<file path="src/rtl/fp16_normalizer_if.sv">
// Valid/ready bus between the significand adder, the FP16 normalizer and the result register.
// The slave modport is the normalizer's view; the master modport is the producer/consumer side.
interface fp16_normalizer_if #(
    parameter int EXP_W  = 5,
    parameter int FRAC_W = 10
);
    logic                    in_valid;
    logic                    in_ready;
    logic                    in_sign;
    logic [EXP_W-1:0]        in_exp;
    logic [FRAC_W+3:0]       in_mant;
    logic                    out_valid;
    logic                    out_ready;
    logic [EXP_W+FRAC_W:0]   out_result;
    logic                    out_overflow;
    logic                    out_underflow;

    modport master (
        output in_valid, in_sign, in_exp, in_mant, out_ready,
        input  in_ready, out_valid, out_result, out_overflow, out_underflow
    );

    modport slave (
        input  in_valid, in_sign, in_exp, in_mant, out_ready,
        output in_ready, out_valid, out_result, out_overflow, out_underflow
    );
endinterface

</file>
<file path="src/rtl/fp16_normalizer.sv">
// Two-stage post-addition FP16 normalizer: carry right-shift or LZC left-shift, exponent fix-up, packing.
// Define FP16_NORM_ROUND_NEAREST_EN for round-to-nearest-even; otherwise the result is truncated.
module fp16_normalizer #(
    parameter int EXP_W  = 5,
    parameter int FRAC_W = 10
) (
    input logic              clk,
    input logic              rst,
    fp16_normalizer_if.slave bus
);
    localparam int MANT_W = FRAC_W + 4;
    localparam int SIG_W  = FRAC_W + 3;
    localparam int LZ_W   = $clog2(SIG_W + 1);
    localparam int E6_W   = EXP_W + 1;
    localparam int RES_W  = EXP_W + FRAC_W + 1;
    localparam logic [EXP_W-1:0] EXP_MAX = '1;

    logic s1_adv;
    logic s2_adv;

    logic              s1_valid_q;
    logic              s1_sign_q;
    logic [EXP_W-1:0]  s1_exp_q;
    logic [MANT_W-1:0] s1_mant_q;
    logic              s1_carry_q;
    logic [LZ_W-1:0]   s1_lz_q;
    logic              s1_zero_q;

    logic [LZ_W-1:0]   lz_d;
    logic              lz_found;

    logic              s2_valid_q;
    logic [RES_W-1:0]  s2_result_q;
    logic              s2_ovf_q;
    logic              s2_unf_q;

    logic [RES_W-1:0]  s2_result_d;
    logic              s2_ovf_d;
    logic              s2_unf_d;

    logic [SIG_W-1:0]  sig;
    logic [E6_W-1:0]   exp_in;
    logic [E6_W-1:0]   exp_n;
    logic [FRAC_W-1:0] frac;
    logic              norm_ok;
`ifdef FP16_NORM_ROUND_NEAREST_EN
    logic [FRAC_W:0]   frac_inc;
`else
    logic              unused_guard_sticky;
`endif

    assign s2_adv       = !s2_valid_q || bus.out_ready;
    assign s1_adv       = !s1_valid_q || s2_adv;
    assign bus.in_ready = s1_adv;

    always_comb begin
        lz_d     = LZ_W'(SIG_W);
        lz_found = 1'b0;
        for (int unsigned i = 0; i < SIG_W; i++) begin
            if (!lz_found && bus.in_mant[SIG_W-1-i]) begin
                lz_d     = LZ_W'(i);
                lz_found = 1'b1;
            end
        end
    end

    always_ff @(posedge clk) begin
        if (rst) begin
            s1_valid_q <= 1'b0;
            s1_sign_q  <= 1'b0;
            s1_exp_q   <= '0;
            s1_mant_q  <= '0;
            s1_carry_q <= 1'b0;
            s1_lz_q    <= '0;
            s1_zero_q  <= 1'b0;
        end else if (s1_adv) begin
            s1_valid_q <= bus.in_valid;
            s1_sign_q  <= bus.in_sign;
            s1_exp_q   <= bus.in_exp;
            s1_mant_q  <= bus.in_mant;
            s1_carry_q <= bus.in_mant[MANT_W-1];
            s1_lz_q    <= lz_d;
            s1_zero_q  <= (bus.in_mant == '0);
        end
    end

    // Priority: saturated input, exact zero, carry renormalize, cancellation renormalize/underflow.
    always_comb begin
        s2_result_d = '0;
        s2_ovf_d    = 1'b0;
        s2_unf_d    = 1'b0;
        sig         = '0;
        exp_in      = {1'b0, s1_exp_q};
        exp_n       = '0;
        frac        = '0;
        norm_ok     = 1'b0;
`ifdef FP16_NORM_ROUND_NEAREST_EN
        frac_inc    = '0;
`endif
        if (s1_exp_q == EXP_MAX) begin
            s2_result_d = {s1_sign_q, EXP_MAX, {FRAC_W{1'b0}}};
            s2_ovf_d    = 1'b1;
        end else if (s1_zero_q) begin
            s2_result_d = '0;
        end else if (s1_carry_q) begin
            sig     = {s1_mant_q[MANT_W-1:2], s1_mant_q[1] | s1_mant_q[0]};
            exp_n   = exp_in + E6_W'(1);
            norm_ok = 1'b1;
        end else if (exp_in <= E6_W'(s1_lz_q)) begin
            s2_unf_d = 1'b1;
        end else begin
            sig     = s1_mant_q[SIG_W-1:0] << s1_lz_q;
            exp_n   = exp_in - E6_W'(s1_lz_q);
            norm_ok = 1'b1;
        end

        if (norm_ok) begin
            frac = sig[FRAC_W+1:2];
`ifdef FP16_NORM_ROUND_NEAREST_EN
            if (sig[1] && (sig[0] || frac[0])) begin
                frac_inc = {1'b0, frac} + (FRAC_W+1)'(1);
                frac     = frac_inc[FRAC_W-1:0];
                if (frac_inc[FRAC_W]) begin
                    exp_n = exp_n + E6_W'(1);
                end
            end
`endif
            if (exp_n >= E6_W'(EXP_MAX)) begin
                s2_result_d = {s1_sign_q, EXP_MAX, {FRAC_W{1'b0}}};
                s2_ovf_d    = 1'b1;
            end else begin
                s2_result_d = {s1_sign_q, exp_n[EXP_W-1:0], frac};
            end
        end
    end

`ifndef FP16_NORM_ROUND_NEAREST_EN
    assign unused_guard_sticky = ^sig[1:0];
`endif

    always_ff @(posedge clk) begin
        if (rst) begin
            s2_valid_q  <= 1'b0;
            s2_result_q <= '0;
            s2_ovf_q    <= 1'b0;
            s2_unf_q    <= 1'b0;
        end else if (s2_adv) begin
            s2_valid_q <= s1_valid_q;
            if (s1_valid_q) begin
                s2_result_q <= s2_result_d;
                s2_ovf_q    <= s2_ovf_d;
                s2_unf_q    <= s2_unf_d;
            end
        end
    end

    assign bus.out_valid     = s2_valid_q;
    assign bus.out_result    = s2_result_q;
    assign bus.out_overflow  = s2_ovf_q;
    assign bus.out_underflow = s2_unf_q;
endmodule

</file>
<file path="src/flat_wrapper.sv">
// flat-port wrapper written by rule: the top's interface ports become plain ports
module fp16_normalizer_flat 
#(
    parameter int EXP_W  = 5,
    parameter int FRAC_W = 10
)
  (clk, rst, bus_in_valid, bus_in_sign, bus_in_exp, bus_in_mant, bus_out_ready, bus_in_ready, bus_out_valid, bus_out_result, bus_out_overflow, bus_out_underflow);
  fp16_normalizer_if #(.EXP_W(EXP_W), .FRAC_W(FRAC_W)) bus_i ();
  input logic clk;
  input logic rst;
  input wire logic [$bits(bus_i.in_valid)-1:0] bus_in_valid;
  input wire logic [$bits(bus_i.in_sign)-1:0] bus_in_sign;
  input wire logic [$bits(bus_i.in_exp)-1:0] bus_in_exp;
  input wire logic [$bits(bus_i.in_mant)-1:0] bus_in_mant;
  input wire logic [$bits(bus_i.out_ready)-1:0] bus_out_ready;
  output wire logic [$bits(bus_i.in_ready)-1:0] bus_in_ready;
  output wire logic [$bits(bus_i.out_valid)-1:0] bus_out_valid;
  output wire logic [$bits(bus_i.out_result)-1:0] bus_out_result;
  output wire logic [$bits(bus_i.out_overflow)-1:0] bus_out_overflow;
  output wire logic [$bits(bus_i.out_underflow)-1:0] bus_out_underflow;
  assign bus_i.in_valid = bus_in_valid;
  assign bus_i.in_sign = bus_in_sign;
  assign bus_i.in_exp = bus_in_exp;
  assign bus_i.in_mant = bus_in_mant;
  assign bus_i.out_ready = bus_out_ready;
  assign bus_in_ready = bus_i.in_ready;
  assign bus_out_valid = bus_i.out_valid;
  assign bus_out_result = bus_i.out_result;
  assign bus_out_overflow = bus_i.out_overflow;
  assign bus_out_underflow = bus_i.out_underflow;
  fp16_normalizer #(.EXP_W(EXP_W), .FRAC_W(FRAC_W)) u_core (.clk(clk), .rst(rst), .bus(bus_i));
endmodule
</file>
<file path="config.mk">
export PLATFORM = sky130hd
export DESIGN_NAME = fp16_normalizer_flat
export DESIGN_NICKNAME = d
export VERILOG_FILES = /design/src/rtl/fp16_normalizer_if.sv /design/src/rtl/fp16_normalizer.sv /design/src/flat_wrapper.sv
export SDC_FILE = /design/constraint.sdc
export NUM_CORES = 1
export LEC_CHECK = 0
export BUFFER_PORTS_ARGS = -buffer_cell sky130_fd_sc_hd__buf_2
export CAP_MARGIN = 40
export CORE_MARGIN = 4
export CORE_UTILIZATION = 56
export CTS_BUF_LIST = sky130_fd_sc_hd__clkbuf_16
export CTS_CLUSTER_DIAMETER = 30
export CTS_CLUSTER_SIZE = 30
export DETAILED_ROUTE_END_ITERATION = 6
export GPL_TIMING_DRIVEN = 0
export PLACE_DENSITY = 0.86
export SETUP_SLACK_MARGIN = 0.3
export SLEW_MARGIN = 20
export SYNTH_ARGS = -nofsm -noshare
export SYNTH_HDL_FRONTEND = slang
export SYNTH_SLANG_ARGS = --single-unit
</file>
<file path="constraint.sdc">
create_clock -name clk -period 3.05 [get_ports clk]
set_input_delay 0.61 -clock clk [delete_from_list [all_inputs] [get_ports clk]]
set_output_delay 0.61 -clock clk [all_outputs]
set_load 0.1 [all_outputs]
</file>
==> flow_summary.html, run 1 <==
<table>
<tr><th>Metric</th><th>Value</th></tr>
<tr><th colspan="2">Outcome</th></tr>
<tr><td>Result of the run</td><td>finished, final reports clean</td></tr>
<tr><th colspan="2">Floorplan</th></tr>
<tr><td>Total die area</td><td>~0.006 mm^2</td></tr>
<tr><td>Total I/O pin count</td><td>44</td></tr>
<tr><td>X dimension of the die</td><td>77.1 um</td></tr>
<tr><td>Row count</td><td>24</td></tr>
<tr><td>Area inside the core boundary</td><td>0.00447 mm^2</td></tr>
<tr><td>Effective utilization at floorplan</td><td>between 50% and 60%</td></tr>
<tr><td>Die Y</td><td>77.1 um</td></tr>
<tr><th colspan="2">Synthesis</th></tr>
<tr><td>Fraction of synthesized cell area taken by the top area cell type</td><td>33.7%</td></tr>
<tr><td>Post-synthesis net count</td><td>between 300 and 400</td></tr>
<tr><td>Mean cell area of the mapped netlist</td><td>between 8 and 9 um^2</td></tr>
<tr><td>Asr flop ratio synth</td><td>0%</td></tr>
<tr><td>Syn. warnings</td><td>0</td></tr>
<tr><td>Area leader, netlist</td><td>dfxtp_1</td></tr>
<tr><td>Number of flops mapped to enable cells by yosys</td><td>0</td></tr>
<tr><td>Netlist area before placement</td><td>roughly 0.0027 mm^2</td></tr>
<tr><td>Most common flop cell mapped by yosys</td><td>dfxtp_1</td></tr>
<tr><td>Post-synthesis instance total</td><td>approximately 330</td></tr>
<tr><td>Most area-consuming cells after synthesis</td><td>dfxtp_1, nand2_1, mux4_2, a21oi_1, mux2i_1</td></tr>
<tr><td>Post-synth cell types</td><td>between 50 and 60</td></tr>
<tr><td>Synthesized flop and latch total</td><td>45</td></tr>
<tr><td>Sequential element share of the synthesized area</td><td>approximately a third</td></tr>
<tr><th colspan="2">Critical path</th></tr>
<tr><td>Data arrival time of the critical path</td><td>around 2.8 ns</td></tr>
<tr><td>R2R cell count</td><td>10</td></tr>
<tr><td>Reg2Reg Launch Point</td><td>u_core.s1_lz_q[1]</td></tr>
<tr><td>Worst setup path endpoint</td><td>u_core.bus.out_result[3]</td></tr>
<tr><td>Critical Path Fanout Max</td><td>10</td></tr>
<tr><td>Master of the slowest instance on the critical path</td><td>fa_2</td></tr>
<tr><td>Critical-path cell list</td><td>buf_6 -&gt; buf_6 -&gt; inv_1 -&gt; fa_2 -&gt; and3_4 -&gt; or3_1 -&gt; a221oi_2 -&gt; or3_1 -&gt; clkbuf_4 -&gt; o31ai_1</td></tr>
<tr><td>Kind of start point of the critical path</td><td>flop</td></tr>
<tr><td>Reg-to-reg critical path endpoint</td><td>u_core.bus.out_result[3]</td></tr>
<tr><td>Worst R2R Setup Slack</td><td>around 0.47 ns</td></tr>
<tr><td>Crit end category</td><td>flop</td></tr>
<tr><td>Critical path class</td><td>flop to flop</td></tr>
<tr><td>Critical Path RT</td><td>between 3 and 4 ns</td></tr>
<tr><td>Slowest cell delay on critical path</td><td>approximately 0.4 ns</td></tr>
<tr><td>Launch point of the critical path</td><td>u_core.s1_lz_q[1]</td></tr>
<tr><th colspan="2">Clock tree</th></tr>
<tr><td>Reg clk slew, reported paths</td><td>0.06 ns</td></tr>
<tr><td>Total CTS buffers</td><td>5</td></tr>
<tr><td>Library cell used as clock root buffer</td><td>clkbuf_16</td></tr>
<tr><td>Clk Latency, worst-skew pair</td><td>0.29 ns</td></tr>
<tr><td>Count of H-tree levels built during CTS</td><td>2</td></tr>
<tr><td>Number of clock sinks seen by CTS</td><td>45</td></tr>
<tr><td>Clock tree from TritonCTS</td><td>done</td></tr>
<tr><td>Maximum number of buffers from clock root to sink</td><td>2</td></tr>
<tr><th colspan="2">STA</th></tr>
<tr><td>Setup repair after global routing missed its margin</td><td>false</td></tr>
<tr><td>Slew of the pin with the lowest slew margin</td><td>0.571 ns</td></tr>
<tr><td>Number of setup violations in the final report</td><td>0</td></tr>
<tr><td>Setup TNS after final layout</td><td>0 ns</td></tr>
<tr><td>Final Max Slew Viols</td><td>0</td></tr>
<tr><td>Hold Fails Final Rpt</td><td>0</td></tr>
<tr><td>Final worst-path cycle share</td><td>between 80% and 90%</td></tr>
<tr><td>Top achievable clock speed</td><td>387 MHz</td></tr>
<tr><td>Relative slew slack</td><td>between 60% and 70%</td></tr>
<tr><td>Post-route minimum period</td><td>2.58 ns</td></tr>
<tr><td>Maximum clock skew at final layout</td><td>0.00667 ns</td></tr>
<tr><th colspan="2">Power and ir drop</th></tr>
<tr><td>Static Leakage</td><td>between 0.001 and 0.0015 uW</td></tr>
<tr><td>PD cells</td><td>roughly 530 mW/mm^2</td></tr>
<tr><td>Worst IR drop on VDD</td><td>between 0.0002 and 0.0003 V</td></tr>
<tr><th colspan="2">Drt</th></tr>
<tr><td>Post-Route WL</td><td>between 6 and 7 mm</td></tr>
<tr><td>Detail Route Antenna Nets</td><td>0</td></tr>
<tr><td>Vias after detailed routing</td><td>between 2000 and 3000</td></tr>
<tr><td>Routed WL per cell</td><td>between 15 and 20 um</td></tr>
<tr><td>Drc violations</td><td>0</td></tr>
<tr><td>Number of violations reported at the end of detailed-routing iteration 0</td><td>around 250</td></tr>
<tr><td>Vias per cell</td><td>just over 6</td></tr>
<tr><td>Detailed-routing iteration count for the pre-antenna-repair pass</td><td>5</td></tr>
<tr><th colspan="2">Hold path</th></tr>
<tr><td>Type of the worst min-delay path</td><td>flop to flop</td></tr>
<tr><td>Hold Path Origin</td><td>u_core.bus.out_result[2]</td></tr>
<tr><th colspan="2">Run</th></tr>
<tr><td>Max-cap violations</td><td>0</td></tr>
<tr><th colspan="2">Placed design</th></tr>
<tr><td>Placed Instance Area</td><td>about 0.003 mm^2</td></tr>
<tr><td>Final Wtd Congestion</td><td>~0.88</td></tr>
<tr><td>Quantity of I/O buffers inserted on ports</td><td>42</td></tr>
<tr><td>Placed wire-length estimate</td><td>4.90 mm</td></tr>
<tr><th colspan="2">Final layout</th></tr>
<tr><td>Signed area change from the synthesized netlist to the final layout</td><td>19.8%</td></tr>
<tr><td>Final std cell area, no fill</td><td>about 0.0032 mm^2</td></tr>
<tr><td>Post-layout nets</td><td>a little over 400</td></tr>
<tr><td>Proportion of layout cells with a drive suffix above 1</td><td>22.5%</td></tr>
<tr><td>Diodes inserted</td><td>0</td></tr>
<tr><th colspan="2">Global routing</th></tr>
<tr><td>Total grt overflow</td><td>0</td></tr>
<tr><td>Global-route wire length before repair</td><td>11.5 mm</td></tr>
<tr><td>Vias in the first global route</td><td>around 2400</td></tr>
<tr><td>Maximum number of pins on one net before global-route repair</td><td>15</td></tr>
<tr><td>Initial antenna violation count</td><td>0</td></tr>
<tr><td>GRT Overall Usage</td><td>23.6%</td></tr>
</table>
-- sequential cells by signal, summed over array words and instances (netlist names), 4 cells and up --
| name | count |
|---|---|
| u_core.s1_exp_q | 5 |
| u_core.s1_mant_q | 13 |
| u_core.bus.out_result | 16 |
| u_core.s1_lz_q | 4 |
-- final cells by class --
class,count,area (um^2)
Clock buffer,5,125
Multi-Input combinational cell,248,1660
Clock inverter,3,65.1
Fill cell,364,1270
Buffer,20,110
Timing Repair Buffer,44,225
Inverter,12,48.8
Sequential cell,45,901
Tap cell,52,65.1
-- cells in the mapped netlist (2+ instances only) --
library cell / number
a22oi_1: 3
a211o_1: 2
a21oi_1: 34
o21ai_1: 2
nor3_1: 7
xnor2_1: 2
or3_1: 4
o31ai_1: 12
clkinv_1: 2
a31oi_1: 3
ha_1: 6
nor2b_1: 2
inv_1: 10
nor2_1: 17
o31a_1: 2
o311ai_0: 2
buf_2: 5
nand4b_1: 2
o211ai_1: 3
dfxtp_1: 45
nand2b_1: 4
and3_1: 2
o221ai_1: 2
o21a_1: 2
o21ai_0: 6
nand3_1: 3
mux4_2: 8
mux2i_1: 9
nand4_1: 3
mux2_2: 3
a32oi_1: 3
clkbuf_1: 13
a211oi_1: 4
nand2_1: 71
a2bb2oi_1: 3
-- power by group --
group / total, uW / leakage, uW / internal (uW) / switching (uW)
registers: 645 / 0.000370 / 616 / 28.6
logic: 348 / 0.000825 / 122 / 226
clock network: 694 / 0.0000938 / 468 / 226
total: 1690 / 0.00129 / 1210 / 481
-- layer usage --
| metal | routed length [um] | vias up | share of wire, % | global-route usage [%] |
|---|---|---|---|---|
| met5 | 0 | - | 0 | 0 |
| met2 | 2810 | 126 | 42 | 34.6 |
| met1 | 3120 | 1195 | 47 | 35.0 |
| li1 | - | 1289 | - | - |
| met3 | 578 | 13 | 8.7 | 4.57 |
| met4 | 121 | 0 | 1.8 | 6.58 |
-- timing repair --
| action | in CTS | in global routing |
|---|---|---|
| hold buffers | 0 | 0 |
| buffers inserted | 0 | 2 |
| endpoints found under the setup margin | 11 | 14 |
| pin swaps | 0 | 1 |
| resized for setup | 4 | 10 |
-- cell families after synthesis --
group           Yosys count  share of synthesized area [%]
simple gates            125                           21.9
compound gates           93                           23.4
flops                    45                           33.7
buf+inv                  32                           5.15
mux                      20                           11.4
fa+ha+maj                 7                           3.56
xor+xnor                  3                          0.983
-- placed cells by master (no fill, tap or decap), types with 3 or more instances in the layout --
master,n
nand2_1,71
dfxtp_1,45
buf_2,44
a21oi_1,33
nor2_1,17
o31ai_1,12
clkbuf_1,11
inv_1,10
mux2i_1,9
mux4_2,8
nor3_1,7
o21ai_0,6
ha_1,5
clkbuf_16,5
nand2b_1,4
or3_1,4
a211oi_1,4
buf_6,3
buf_4,3
nand4_1,3
a22oi_1,3
nand3_1,3
a31oi_1,3
o211ai_1,3
mux2_2,3
a32oi_1,3
a2bb2oi_1,3
-- worst min-delay path by stage --
| stage | to | cells past startpoint |
|---|---|---|
| final | u_core.bus.out_result[2] | 2 |
| after global routing | u_core.bus.out_result[1] | 2 |
| after CTS | u_core.bus.out_result[2] | 2 |
| after detailed placement | u_core.bus.out_result[2] | 2 |
| after global placement | u_core.bus.out_result[8] | 2 |
| after floorplan | u_core.s1_mant_q[12] | 2 |
-- critical path, delay by kind of cell, from the launching register on --
kind / cells / cell delay (ns)
DFF: 1 / 0.34
and+or+nand+nor: 3 / 0.72
adders and majority gates: 1 / 0.41
AOI/OAI and AO/OA: 2 / 0.40
buffers and inverters: 4 / 0.59
-- stage by stage --
stage | util (%) | total power [uW] | hold WS, ns | setup slack, ns | cells
CTS | 70.6 | 1680 | 0.448 | 0.313 | 427
detailed placement | 65.9 | 990 | 0.435 | 0.153 | 419
global route | 71.5 | 1750 | 0.474 | 0.281 | 429
floorplan | - | 912 | 0.432 | 0.420 | 325
finish | 71.5 | 1690 | 0.445 | 0.468 | 429
global placement | 65.9 | 986 | 0.431 | 0.151 | 419
Note: power is estimated with default switching activity, not from simulation.
==> run 2, diff against run 1 <==
--- a/config.mk
+++ b/config.mk
@@ -5,16 +5,17 @@
 export SDC_FILE = /design/constraint.sdc
 export NUM_CORES = 1
 export LEC_CHECK = 0
+export ABC_AREA = 1
 export BUFFER_PORTS_ARGS = -buffer_cell sky130_fd_sc_hd__buf_2
 export CAP_MARGIN = 40
 export CORE_MARGIN = 4
-export CORE_UTILIZATION = 56
+export CORE_UTILIZATION = 57
 export CTS_BUF_LIST = sky130_fd_sc_hd__clkbuf_16
 export CTS_CLUSTER_DIAMETER = 30
 export CTS_CLUSTER_SIZE = 30
 export DETAILED_ROUTE_END_ITERATION = 6
 export GPL_TIMING_DRIVEN = 0
-export PLACE_DENSITY = 0.86
+export PLACE_DENSITY = 0.87
 export SETUP_SLACK_MARGIN = 0.3
 export SLEW_MARGIN = 20
 export SYNTH_ARGS = -nofsm -noshare
==> constraint.sdc (replaced) <==
create_clock -name clk -period 2.4 [get_ports clk]
set_input_delay 0.48 -clock clk [delete_from_list [all_inputs] [get_ports clk]]
set_output_delay 0.48 -clock clk [all_outputs]
set_load 0.1 [all_outputs]
==> run 2 against run 1 <==
Compared with the run above: critical path depth is 4 higher; flip-flop and latch count stayed put; first-iteration DRC count is 35% higher; clock-buffer cell count stayed put; global-route usage is 4.3 points higher; fmax is 17% higher; core utilization is 4.0 points higher; largest cell class unchanged; sequential share of layout area is 3.2 points lower; combinational power is 74% higher; critical path type unchanged; non-clock buffer count is 10 higher; clock skew hardly changed; via count is 27% higher.
==> flow_summary.html, run 2 <==
<table>
<tr><th>Metric</th><th>Value</th></tr>
<tr><th colspan="2">Outcome</th></tr>
<tr><td>Result of the run</td><td>finished, final reports clean</td></tr>
<tr><th colspan="2">Power and ir drop</th></tr>
<tr><td>Static Leakage</td><td>0.00180 uW (+39%)</td></tr>
<tr><td>Worst IR drop on VDD</td><td>0.000429 V (+48%)</td></tr>
<tr><td>Switching power summed over all nets</td><td>750 uW (+56%)</td></tr>
<tr><td>Fraction of power spent switching nets</td><td>33.9% (+5.4 points)</td></tr>
<tr><td>Sequential power share</td><td>37.1% (-1.1 points)</td></tr>
<tr><td>Combinational cell fraction of total power</td><td>27.4% (+6.8 points)</td></tr>
<tr><td>Internal power summed over all cells</td><td>1460 uW (+21%)</td></tr>
<tr><td>PD cells</td><td>604 mW/mm^2 (+15%)</td></tr>
<tr><td>Share of power burned in the clock network</td><td>35.5% (-5.6 points)</td></tr>
<tr><td>Power Total</td><td>2210 uW (+31%)</td></tr>
<tr><th colspan="2">STA</th></tr>
<tr><td>Hold_ws</td><td>0.407 ns (-0.0385 ns)</td></tr>
<tr><td>Relative slew slack</td><td>58.2% (-3.5 points)</td></tr>
<tr><td>Post-route minimum period</td><td>2.20 ns (-0.382 ns)</td></tr>
<tr><td>Setup TNS after final layout</td><td>0 ns (unchanged)</td></tr>
<tr><td>Slew of the pin with the lowest slew margin</td><td>0.626 ns (+0.0554 ns)</td></tr>
<tr><td>Setup WS post-layout</td><td>0.200 ns (-0.268 ns)</td></tr>
<tr><td>Maximum clock skew at final layout</td><td>0.00638 ns (-0.000294 ns)</td></tr>
<tr><td>Setup repair after global routing missed its margin</td><td>true</td></tr>
<tr><td>Final Max Slew Viols</td><td>0 (unchanged)</td></tr>
<tr><td>Hold Fails Final Rpt</td><td>0 (unchanged)</td></tr>
<tr><td>Top achievable clock speed</td><td>455 MHz (+17%)</td></tr>
<tr><td>Final worst-path cycle share</td><td>91.7% (+7.0 points)</td></tr>
<tr><td>Number of setup violations in the final report</td><td>0 (unchanged)</td></tr>
<tr><th colspan="2">Final layout</th></tr>
<tr><td>Fill cell total of the finished layout</td><td>369 (+1.4%)</td></tr>
<tr><td>Area taken by multi-input logic gates</td><td>0.00187 mm^2 (+13%)</td></tr>
<tr><td>Combined flip-flop and latch cell area</td><td>912 um^2 (+1.3%)</td></tr>
<tr><td>Signed area change from the synthesized netlist to the final layout</td><td>24.9%</td></tr>
<tr><td>Utilization after layout</td><td>75.5% (+4.0 points)</td></tr>
<tr><td>Top library cells by usage in the layout, fill and taps aside</td><td>nand2_1, nand3_1, nor2_1</td></tr>
<tr><td>Flip-flop count of the largest register, all copies and words added</td><td>16 (unchanged)</td></tr>
<tr><td>Proportion of layout cells with a drive suffix above 1</td><td>24.5% (+2.0 points)</td></tr>
<tr><td>Most frequent standard cell in the layout excluding fill and tap cells</td><td>nand2_1</td></tr>
<tr><td>Post-layout nets</td><td>565 (+39%)</td></tr>
<tr><td>Diodes inserted</td><td>0 (unchanged)</td></tr>
<tr><th colspan="2">Clock tree</th></tr>
<tr><td>Maximum number of buffers from clock root to sink</td><td>2 (unchanged)</td></tr>
<tr><td>Reg clk slew, reported paths</td><td>0.07 ns (about the same)</td></tr>
<tr><td>Clock tree from TritonCTS</td><td>done</td></tr>
<tr><td>Hold buffers post-CTS</td><td>0 (unchanged)</td></tr>
<tr><td>Number of clock sinks seen by CTS</td><td>45 (unchanged)</td></tr>
<tr><td>Total CTS buffers</td><td>5 (unchanged)</td></tr>
<tr><td>Library cell used as clock root buffer</td><td>clkbuf_16</td></tr>
<tr><td>Count of H-tree levels built during CTS</td><td>2 (unchanged)</td></tr>
<tr><td>Clk Latency, worst-skew pair</td><td>0.29 ns (about the same)</td></tr>
<tr><th colspan="2">Critical path</th></tr>
<tr><td>Critical path class</td><td>flop to flop</td></tr>
<tr><td>Crit end category</td><td>flop</td></tr>
<tr><td>Kind of start point of the critical path</td><td>flop</td></tr>
<tr><td>Critical Path Fanout Max</td><td>4 (-6)</td></tr>
<tr><td>Critical Path RT</td><td>2.55 ns (-0.67 ns)</td></tr>
<tr><td>Data arrival time of the critical path</td><td>2.35 ns (-0.40 ns)</td></tr>
<tr><th colspan="2">Global routing</th></tr>
<tr><td>Total grt overflow</td><td>0 (unchanged)</td></tr>
<tr><td>Maximum number of pins on one net before global-route repair</td><td>15 (unchanged)</td></tr>
<tr><td>Vias in the first global route</td><td>3044 (+29%)</td></tr>
<tr><td>Global-route wire length before repair</td><td>14.1 mm (+23%)</td></tr>
<tr><td>Initial antenna violation count</td><td>0 (unchanged)</td></tr>
<tr><td>GRT Overall Usage</td><td>27.8% (+4.3 points)</td></tr>
<tr><th colspan="2">Floorplan</th></tr>
<tr><td>Effective utilization at floorplan</td><td>60.4% (+0.71 points)</td></tr>
<tr><td>X dimension of the die</td><td>79.7 um (+3.4%)</td></tr>
<tr><td>Area inside the core boundary</td><td>0.00485 mm^2 (+8.4%)</td></tr>
<tr><td>Die Y</td><td>79.7 um (+3.4%)</td></tr>
<tr><td>Row count</td><td>25 (+4.2%)</td></tr>
<tr><td>Total die area</td><td>0.00635 mm^2 (+6.9%)</td></tr>
<tr><td>Total I/O pin count</td><td>44 (unchanged)</td></tr>
<tr><th colspan="2">Drt</th></tr>
<tr><td>Number of violations reported at the end of detailed-routing iteration 0</td><td>330 (+35%)</td></tr>
<tr><td>Drc violations</td><td>0 (unchanged)</td></tr>
<tr><td>Detailed-routing iteration count for the pre-antenna-repair pass</td><td>5 (unchanged)</td></tr>
<tr><td>Routed WL per cell</td><td>14.8 um (-4.0%)</td></tr>
<tr><td>Vias after detailed routing</td><td>3343 (+27%)</td></tr>
<tr><td>Post-Route WL</td><td>8.90 mm (+34%)</td></tr>
<tr><td>Vias per cell</td><td>5.56 (-9.0%)</td></tr>
<tr><td>Detail Route Antenna Nets</td><td>0 (unchanged)</td></tr>
<tr><th colspan="2">Synthesis</th></tr>
<tr><td>Mean cell area of the mapped netlist</td><td>6.21 um^2 (-25%)</td></tr>
<tr><td>Netlist area before placement</td><td>0.00293 mm^2 (+9.6%)</td></tr>
<tr><td>Post-synth cell types</td><td>32 (-46%)</td></tr>
<tr><td>Most area-consuming cells after synthesis</td><td>dfxtp_1, nand2_1, nand3_1, nor2_1, inv_1</td></tr>
<tr><td>Post-synthesis instance total</td><td>472 (+45%)</td></tr>
<tr><td>Synthesized flop and latch total</td><td>45 (unchanged)</td></tr>
<tr><td>Commonest cells in the netlist</td><td>nand2_1, nand3_1, nor2_1</td></tr>
<tr><td>Syn. warnings</td><td>0 (unchanged)</td></tr>
<tr><td>Library cell with the highest instance count after synthesis</td><td>nand2_1</td></tr>
<tr><td>Number of flops mapped to enable cells by yosys</td><td>0 (unchanged)</td></tr>
<tr><td>Sequential element share of the synthesized area</td><td>30.7% (-3.0 points)</td></tr>
<tr><td>Fraction of synthesized cell area taken by the top area cell type</td><td>30.7% (-3.0 points)</td></tr>
<tr><td>Asr flop ratio synth</td><td>0% (unchanged)</td></tr>
<tr><td>Post-synthesis net count</td><td>503 (+41%)</td></tr>
<tr><td>Most common flop cell mapped by yosys</td><td>dfxtp_1</td></tr>
<tr><td>Area leader, netlist</td><td>dfxtp_1</td></tr>
<tr><th colspan="2">Hold path</th></tr>
<tr><td>Type of the worst min-delay path</td><td>primary input to flop</td></tr>
<tr><th colspan="2">Placed design</th></tr>
<tr><td>Placed wire-length estimate</td><td>6.26 mm (+28%)</td></tr>
<tr><td>Quantity of I/O buffers inserted on ports</td><td>43 (+2.4%)</td></tr>
<tr><td>Final Wtd Congestion</td><td>0.941 (+6.9%)</td></tr>
<tr><td>Setup Slack @ Placement</td><td>0.0539 ns (-0.0991 ns)</td></tr>
<tr><th colspan="2">Run</th></tr>
<tr><td>Max-cap violations</td><td>0 (unchanged)</td></tr>
</table>
## run 2: changes by cell type after synthesis, sizes merged, moves of 4 or more
| cell | before | now |
|---|---|---|
| nor2 | 17 | 59 |
| nand3 | 3 | 64 |
| mux2i | 9 | 0 |
| a21oi | 34 | 40 |
| nand2 | 71 | 146 |
| o21ai | 9 | 27 |
| or3 | 4 | 0 |
| nand2b | 4 | 0 |
| mux4 | 8 | 0 |
| o31ai | 12 | 0 |
| inv | 10 | 51 |
| a211oi | 4 | 0 |
## run 2: final timing paths
check / slack (ns) / end / start / cells after the start
setup / recovery: 0.20 / u_core.bus.out_result[4] / u_core.s1_exp_q[0] / 14
hold / removal: 0.41 / u_core.s1_valid_q / bus_in_valid / 2
setup reg to reg: 0.20 / u_core.bus.out_result[4] / u_core.s1_exp_q[0] / 14
hold reg to reg: 0.46 / u_core.bus.out_result[13] / u_core.bus.out_result[13] / 2
## run 2: layout make-up
type	count	share of cell area (%)
clock buffers	5	3.42
clock inverters	2	1.06
multi-input cells	356	51.2
flip-flops and latches	45	24.9
well taps	67	2.29
plain buffers	19	3.01
repair buffers	55	8.62
inverters	52	5.47
## run 2: power by group through the flow
stage	Sequential, uW	Clock [uW]	Combinational, uW
after CTS	819	774	548
after global routing	824	816	660
final	820	786	606
after detailed placement	835	0	521
after floorplan	936	0	300
after global placement	834	0	511
## run 2: routing by layer
layer / global-route usage [%] / wire length [um]
met2: 47.9 / 4370
met1: 36.9 / 3730
met4: 6.19 / 120
met5: 0 / 0
met3: 3.72 / 679
## run 2: logic make-up (layout without fill, tap and decap cells)
family / Yosys count / in the layout / synth area share (%)
compound gates: 68 / 68 / 13.1
simple gates: 281 / 281 / 43.0
buf+inv: 71 / 133 / 9.95
fa+ha+maj: 7 / 7 / 3.25
flops: 45 / 45 / 30.7
## run 2: critical path, stage by stage, from the launching register on
cell,delay [ns]
dfxtp_2,0.33
inv_2,0.08
ha_4,0.14
inv_4,0.03
fa_2,0.53
nand2_2,0.06
nand2_2,0.08
nand2_2,0.06
a21oi_2,0.11
nand2_1,0.10
inv_2,0.08
nand3_4,0.10
buf_6,0.15
nand3_1,0.13
a21oi_2,0.07
## run 2: metrics by stage
step | instance area, um^2 | instances
2_1_floorplan | 2940 | 472
3_3_place_gp | 3230 | 582
3_5_place_dp | 3230 | 582
4_1_cts | 3490 | 593
5_1_grt | 3660 | 601
6_report | 3660 | 601
## run 2: what timing repair did
action,4_1_cts,5_1_grt
endpoints found under the setup margin,18,18
setup buffers,4,8
pin swaps,3,8
resized for setup,22,32
